[config.mk]
export PLATFORM = sky130hd
export DESIGN_NAME = i2c_reg_arbiter
export DESIGN_NICKNAME = d
export VERILOG_FILES = /design/src/rtl/i2c_pkg.sv /design/src/rtl/i2c_arb_wait_cnt.sv /design/src/rtl/i2c_reg_arbiter.sv
export SDC_FILE = /design/constraint.sdc
export NUM_CORES = 1
export LEC_CHECK = 0
export ABC_CLOCK_PERIOD_IN_PS = 2300
export CORE_UTILIZATION = 35
export DETAILED_ROUTE_END_ITERATION = 7
export PLACE_DENSITY = 0.63
export SKIP_LAST_GASP = 1
export SLEW_MARGIN = 20
export SYNTH_ARGS = -nofsm -noshare
export SYNTH_HDL_FRONTEND = slang
export SYNTH_HIERARCHICAL = 1
export SYNTH_SLANG_ARGS = --single-unit
[constraint.sdc]
create_clock -name CLK -period 2.3 [get_ports CLK]
set_input_delay 0.46 -clock CLK [delete_from_list [all_inputs] [get_ports CLK]]
set_output_delay 0.46 -clock CLK [all_outputs]
set_load 0.02 [all_outputs]
[src/rtl/i2c_pkg.sv]
// Shared encodings for the I2C register-bank arbiter: FSM states and owner codes.
package i2c_pkg;

    typedef enum logic [1:0] {
        ST_IDLE   = 2'd0,
        ST_ACCESS = 2'd1,
        ST_RDWAIT = 2'd2,
        ST_DONE   = 2'd3
    } arb_state_t;

    localparam logic OWNER_I2C  = 1'b0;
    localparam logic OWNER_CORE = 1'b1;

endpackage

[src/rtl/i2c_arb_wait_cnt.sv]
// Saturating wait counter for one requester, with a ">= limit" flag used for
// anti-starvation priority and deadline detection.
module i2c_arb_wait_cnt #(
    parameter int WCW   = 4,
    parameter int LIMIT = 4
) (
    input  logic CLK,
    input  logic POR,
    input  logic inc,
    input  logic clr,
    output logic at_limit
);

    localparam logic [WCW-1:0] LIMIT_W = WCW'(LIMIT);

    logic [WCW-1:0] count;

    // Clear has precedence; the count parks at all-ones instead of wrapping.
    always_ff @(posedge CLK or posedge POR) begin
        if (POR) begin
            count <= '0;
        end else if (clr) begin
            count <= '0;
        end else if (inc && (count != '1)) begin
            count <= count + 1'b1;
        end
    end

    assign at_limit = (count >= LIMIT_W);

endmodule

[src/rtl/i2c_reg_arbiter.sv]
// Two-requester arbiter (I2C slave FSM vs on-chip core) for the single-port
// register bank, with registered memory strobes and a sticky I2C deadline flag.
module i2c_reg_arbiter
    import i2c_pkg::*;
#(
    parameter int AW            = 8,
    parameter int DW            = 8,
    parameter int CORE_MAX_WAIT = 4,
    parameter int I2C_MAX_WAIT  = 6,
    parameter int WCW           = 4
) (
    input  logic          CLK,
    input  logic          POR,
    input  logic          i2c_req,
    input  logic          i2c_we,
    input  logic [AW-1:0] i2c_addr,
    input  logic [DW-1:0] i2c_wdata,
    output logic          i2c_ack,
    output logic [DW-1:0] i2c_rdata,
    input  logic          core_req,
    input  logic          core_we,
    input  logic [AW-1:0] core_addr,
    input  logic [DW-1:0] core_wdata,
    output logic          core_ack,
    output logic [DW-1:0] core_rdata,
    output logic          mem_en,
    output logic          mem_we,
    output logic [AW-1:0] mem_addr,
    output logic [DW-1:0] mem_wdata,
    input  logic [DW-1:0] mem_rdata,
    output logic          owner,
    output logic          i2c_late,
    input  logic          late_clr
);

    arb_state_t    state, next_state;
    logic          i2c_grant, core_grant;
    logic          core_prio, i2c_overdue;
    logic          sel_owner, sel_we;
    logic [AW-1:0] sel_addr;
    logic [DW-1:0] sel_wdata;
    logic          lat_owner, lat_we;
    logic [AW-1:0] lat_addr;
    logic [DW-1:0] lat_wdata;
    logic          enter_access;

    i2c_arb_wait_cnt #(.WCW(WCW), .LIMIT(CORE_MAX_WAIT)) u_core_wait (
        .CLK      (CLK),
        .POR      (POR),
        .inc      (core_req & ~core_grant),
        .clr      (~core_req | core_grant),
        .at_limit (core_prio)
    );

    i2c_arb_wait_cnt #(.WCW(WCW), .LIMIT(I2C_MAX_WAIT)) u_i2c_wait (
        .CLK      (CLK),
        .POR      (POR),
        .inc      (i2c_req & ~i2c_grant),
        .clr      (~i2c_req | i2c_grant),
        .at_limit (i2c_overdue)
    );

    always_ff @(posedge CLK or posedge POR) begin
        if (POR) begin
            state <= ST_IDLE;
        end else begin
            state <= next_state;
        end
    end

    // I2C wins ties unless the core has waited long enough to earn one turn.
    always_comb begin
        next_state = state;
        i2c_grant  = 1'b0;
        core_grant = 1'b0;
        case (state)
            ST_IDLE: begin
                if (core_req && (!i2c_req || core_prio)) begin
                    core_grant = 1'b1;
                    next_state = ST_ACCESS;
                end else if (i2c_req) begin
                    i2c_grant  = 1'b1;
                    next_state = ST_ACCESS;
                end
            end
            ST_ACCESS: next_state = lat_we ? ST_DONE : ST_RDWAIT;
            ST_RDWAIT: next_state = ST_DONE;
            ST_DONE:   next_state = ST_IDLE;
            default:   next_state = ST_IDLE;
        endcase
    end

    always_comb begin
        sel_owner = core_grant ? OWNER_CORE : OWNER_I2C;
        sel_we    = core_grant ? core_we    : i2c_we;
        sel_addr  = core_grant ? core_addr  : i2c_addr;
        sel_wdata = core_grant ? core_wdata : i2c_wdata;
    end

    assign enter_access = (next_state == ST_ACCESS);

    always_ff @(posedge CLK or posedge POR) begin
        if (POR) begin
            lat_owner <= OWNER_I2C;
            lat_we    <= 1'b0;
            lat_addr  <= '0;
            lat_wdata <= '0;
        end else if (i2c_grant || core_grant) begin
            lat_owner <= sel_owner;
            lat_we    <= sel_we;
            lat_addr  <= sel_addr;
            lat_wdata <= sel_wdata;
        end
    end

    // Strobes are decoded from the next state so they line up with ACCESS/DONE.
    always_ff @(posedge CLK or posedge POR) begin
        if (POR) begin
            mem_en    <= 1'b0;
            mem_we    <= 1'b0;
            mem_addr  <= '0;
            mem_wdata <= '0;
            i2c_ack   <= 1'b0;
            core_ack  <= 1'b0;
        end else begin
            mem_en    <= enter_access;
            mem_we    <= enter_access & sel_we;
            mem_addr  <= enter_access ? sel_addr  : '0;
            mem_wdata <= enter_access ? sel_wdata : '0;
            i2c_ack   <= (next_state == ST_DONE) && (lat_owner == OWNER_I2C);
            core_ack  <= (next_state == ST_DONE) && (lat_owner == OWNER_CORE);
        end
    end

    always_ff @(posedge CLK or posedge POR) begin
        if (POR) begin
            i2c_rdata  <= '0;
            core_rdata <= '0;
        end else if (state == ST_RDWAIT) begin
            if (lat_owner == OWNER_CORE) begin
                core_rdata <= mem_rdata;
            end else begin
                i2c_rdata <= mem_rdata;
            end
        end
    end

    // A new miss in the same cycle as late_clr keeps the flag set.
    always_ff @(posedge CLK or posedge POR) begin
        if (POR) begin
            i2c_late <= 1'b0;
        end else if (i2c_overdue && i2c_req && !i2c_grant) begin
            i2c_late <= 1'b1;
        end else if (late_clr) begin
            i2c_late <= 1'b0;
        end
    end

    assign owner = lat_owner;

endmodule

======== After elaboration in Yosys (flattened, before gate mapping) ========
Cells that the tools add are included.
Widths: inputs -> output; s select.
word-level totals
  register bits ........................... 49
  bits of input ports ..................... 47
  output and inout port bits .............. 38
  word-level logic and storage cells ...... 73
operators by class
  add/subtract/negate cells ............... 2
  order comparisons ....................... 2
  equal/unequal tests ..................... 7
  mux-type cells .......................... 21
  bitwise operators ....................... 10
  reductions and logical operators ........ 17
operator list
  kind                 count
  $mux 8               4
  $mux 4               4
  $mux 1               10
  $add 4x1->4 const B  2
  $ge 4x3->1 const B   2
  $ne 4x4->1 const B   2
  $pmux 2 s4           1
  $logic_and 1x1->1    7
  $eq 2x2->1 const B   3
  $reduce_bool 2->1    3
  $not 1->1            5
  $eq 2x1->1 const B   2
  $mux 2               2
  $reduce_and 2->1     2
  $and 1x1->1          3
  $logic_not 1->1      2
  $logic_not 2->1      1
  $logic_or 1x1->1     2
  $or 1x1->1           2

======== Logic depth before layout (Yosys ltp) ========
  depth after elaboration ................. 10
  gate-level depth with buffers ........... 9
  depth with buffers taken out ............ 8

======== By module ========
The synthesis kept the hierarchy.
by module, submodules not included
  module                          times used  cells an instance  area each (µm²)
  i2c_reg_arbiter                 1           148                1,786.7
  i2c_arb_wait_cnt (u_i2c_wait)   1           25                 241.5
  i2c_arb_wait_cnt (u_core_wait)  1           22                 236.5

======== Worst setup path before layout ========
No wires, ideal clock.
  kind .................................... register -> register
  start point ............................. reg u_core_wait.count[2]
  end point ............................... reg u_core_wait.count[0]
  arrival time ............................ 1.949 ns
  path slack .............................. 0.226 ns
  stages on the path, launching flop included .. 9
  period minus slack after synthesis ...... 2.074 ns
  cells stage by stage .................... dfrtp_1 -> or2_1 -> and2b_4 -> clkbuf_2 -> o21ai_0 -> inv_1 -> inv_1 -> a31oi_4 -> mux2_4
between the ends
  cells in the longest elaborated chain, start to end .. 9
  elaborated cells on any way between the ends .. 12
  classes of those cells .................. 1 x order compare; 1 x eq/ne; 3 x mux; 3 x bitwise; 4 x reduce/logical
ends and longest elaborated chain
  element                      RTL line                text
  start: declaration           i2c_arb_wait_cnt.sv:16  logic [WCW-1:0] count;
  start signal: assignment     i2c_arb_wait_cnt.sv:25  count <= count + 1'b1;
  $ge 4x3->1 (*)               i2c_arb_wait_cnt.sv:29  assign at_limit = (count >= LIMIT_W);
  via core_prio                i2c_reg_arbiter.sv:38   logic core_prio, i2c_overdue;
  $logic_or 1x1->1 (*)         i2c_reg_arbiter.sv:78   if (core_req && (!i2c_req || core_prio)) begin
  $logic_and 1x1->1 (*)        i2c_reg_arbiter.sv:78
  $mux 1 (*)                   i2c_reg_arbiter.sv:78
  $mux 1 (*)                   i2c_reg_arbiter.sv:76   case (state)
  $not 1->1                    i2c_reg_arbiter.sv:50   .inc (core_req & ~core_grant),
  $and 1x1->1                  i2c_reg_arbiter.sv:50
  $logic_and 1x1->1            i2c_arb_wait_cnt.sv:24  end else if (inc && (count != '1)) begin
  $reduce_bool 2->1 (no line)  n/a
Mark *: on every way through the listed nets, which the timed path passes. The rest lies on a longest branch.
A chain may end at the register's enable or synchronous reset.

======== Worst setup path in the final report ========
  start point ............................. reg lat_owner (netlist: owner)
  end point ............................... out owner
RTL lines
  element                   RTL line                text
  start: declaration        i2c_reg_arbiter.sv:42   logic lat_owner, lat_we;
  start signal: assignment  i2c_reg_arbiter.sv:109  lat_owner <= sel_owner;
  end: declaration          i2c_reg_arbiter.sv:31   output logic owner,
No word-level cell between the ends.

==> run metrics <==
status finished clean; crit-path max FO 6; syn avg cell area around 12 um2; sw frac 37.55%; type of origin of the critical path flop; via count 1754; syn_nets 249; First DRT Iteration DRCs 53; Placed Area around 3200 um2; Slowest-stage cell, CP clkdlybuf4s50_1; vias in the first global route 1733; Clock power frac between 10% and 20%; RSZ-0062 raised after global routing no; fin cells 360; CTS sink cnt slightly below 50; Slew Viols, Final 0; CTS Hold Bufs 0; Syn Inst Count slightly below 200; commonest non-fill, non-tap cell in the layout clkdlybuf4s50_1; minimum clock period after layout 1.875 ns; clock root cell clkbuf_8; Pwr Density 1179 nW/um2; combinational power share 51.6%; crit end category primary output; first-pass GRT wire length 7852 um; #FFs+latches synth 49; detailed placer's ending HPWL ~3700 um; antenna diode count 0; cts repair resizes 0; endpoints failing hold 0; H-tree Lvls 2; Initial Util roughly 37%; Worst VDD drop 0.0006777 V; reg2reg end u_core_wait/count[0]; clock skew 0.007049 ns; Internal 2427 uW; Clock Latency Late Sink 0.30 ns; FP Rows 28; Tot Pwr between 3000 and 4000 uW; I/O pin cnt 85; Seq/Total Area, Yosys 54.14%; Core Area 6096 um2; vias per cell 4.872; post-CTS setup buffer count 0; power share of the sequential group a little over a third; Overflow after GRT 0; actual slew at the worst max-slew pin between 0.6 and 0.7 ns; fmax ~530 MHz; DRC viols 0; Unique masters post-synth 36; die height around 80 um; CP Class flop to primary output; worst path cell trace clkdlybuf4s50_1; Final period util between 80% and 90%; post-DR wirelength/cell about 13 um; min-delay worst type primary input to asynchronous set/reset pin; GPL Wtd Cong 0.7925; R2R Path Start u_core_wait/count[2]; Final Cell Area 3297 um2; EDFF count, synth 0; Layout Nets 338; cts bufs inserted 5; Setup violations, final 0; DRT Pass-1 Iters 4; initial antenna violation count 0; All-Layer GR Usage between 10% and 20%; CP max stage delay about 0.65 ns; Die Wd 82.44 um; Post-DRT Antenna Nets 0; Die Area 6796 um2; Lkg Pwr 0.001421 uW; Data required, critical path 1.84 ns; IO buf count 84; r2r setup slk 0.43 ns; Syn-to-layout area delta 45.58%; Most used DFF post-synth dfrtp_1; dpl cells 352; Synth warnings 6; largest net degree at the start of global routing 36; switching power 1459 uW; critical path arrival 1.41 ns; area of the mapped netlist 2265 um2; final WL 4843 um; setup TNS 0 ns; fraction of layout cells with a size suffix above 1 between 10 and 15%; Async SR Flop Fraction 100.0%; crit path buf inv count 1; family with the most delay on the worst path buffers and inverters; Longest Clk Path Bufs 2; MaxCap Viol Count 0; Rel. slew slack 58.83%; CTS tree done; worst reg2reg path depth 7; Worst-path clk slew about 0.09 ns; most frequent cells in the layout 84 x clkdlybuf4s50_1, 49 x dfrtp_1, 19 x o21ai_0, 19 x a21oi_1, 16 x mux2_2
==> worst reg2reg max path, stage by stage (launching register included) <==
cell	delay, ns
dfrtp_1	0.46
or2_1	0.27
and2b_4	0.25
o21ai_0	0.09
inv_1	0.13
inv_1	0.08
a31oi_4	0.17
mux2_4	0.31
==> power groups by stage <==
stage | sequential [uW] | clock [uW] | combinational (uW)
2_1_floorplan | 1800 | 0 | 729
3_3_place_gp | 1410 | 0 | 2020
3_5_place_dp | 1410 | 0 | 2040
4_1_cts | 1400 | 508 | 2050
5_1_grt | 1440 | 541 | 2190
6_report | 1390 | 486 | 2010
==> through the flow <==
stage | utilization, % | worst slack [ns] | hold WS (ns)
after global placement | 52.71 | 0.2766 | 0.4860
after global routing | 54.08 | 0.3367 | 0.4322
final | 54.08 | 0.4252 | 0.4181
after floorplan | - | 0.2259 | 0.2261
after detailed placement | 52.71 | 0.2182 | 0.4944
after CTS | 54.08 | 0.4056 | 0.4167
==> area by class of cell <==
| class | count | area (um2) |
|---|---|---|
| Tap cell | 75 | 93.84 |
| Clock inverter | 1 | 7.507 |
| Multi-Input combinational cell | 122 | 934.6 |
| Timing Repair Buffer | 90 | 898.4 |
| Sequential cell | 49 | 1226 |
| Fill cell | 570 | 2799 |
| Inverter | 16 | 60.06 |
| Clock buffer | 7 | 76.32 |
==> Yosys cell counts, drive strengths merged (2+ instances only) <==
cell / instances / share of area, %
a211oi: 2 / 0.66
a21oi: 19 / 4.2
a31oi: 2 / 1.5
and4: 2 / 0.77
buf: 4 / 1.2
clkbuf: 4 / 0.77
dfrtp: 49 / 54
ha: 7 / 3.9
inv: 16 / 2.7
mux2: 19 / 9.6
mux2i: 2 / 0.88
nand2: 5 / 0.83
nand2b: 3 / 0.83
nand4: 2 / 0.55
nor2: 5 / 0.83
nor2b: 3 / 0.83
nor3: 5 / 1.1
o21ai: 20 / 4.4
or3b: 17 / 6.6
==> cells by family (layout without fill, tap and decap cells) <==
family	count (synthesis)	count (layout)	share of synthesized area (%)
buffers and inverters	24	114	4.585
AOI/OAI and AO/OA	47	47	12.21
adders and majority gates	7	7	3.867
and+or+nand+nor	47	47	14.70
DFF	49	49	54.14
muxes	21	21	10.50
==> layer usage <==
metal / track usage, % / up-vias / wire length, um
met5: 0 / - / 0
met1: 16.88 / 815 / 1960
met2: 26.78 / 77 / 2218
met3: 7.802 / 6 / 602
li1: - / 856 / -
met4: 5.263 / 0 / 61
==> state kept, by name, indices dropped and copies added, names as in the netlist <==
| name | cells |
|---|---|
| mem_addr | 8 |
| u_core_wait/count | 4 |
| mem_wdata | 8 |
| lat_we | 1 |
| mem_we | 1 |
| core_ack | 1 |
| u_i2c_wait/count | 4 |
| i2c_ack | 1 |
| mem_en | 1 |
| i2c_late | 1 |
| i2c_rdata | 8 |
| core_rdata | 8 |
| owner | 1 |
| state | 2 |
==> worst max path at each step <==
stage | from | end | cells past startpoint
after global placement | i2c_req | u_core_wait/count[0] | 7
after CTS | owner | owner | 1
after floorplan | u_core_wait/count[2] | u_core_wait/count[0] | 8
after global routing | u_core_wait/count[2] | u_core_wait/count[0] | 7
final | owner | owner | 1
after detailed placement | i2c_req | mem_we | 5
No activity file was read; power rests on OpenSTA's default activity.
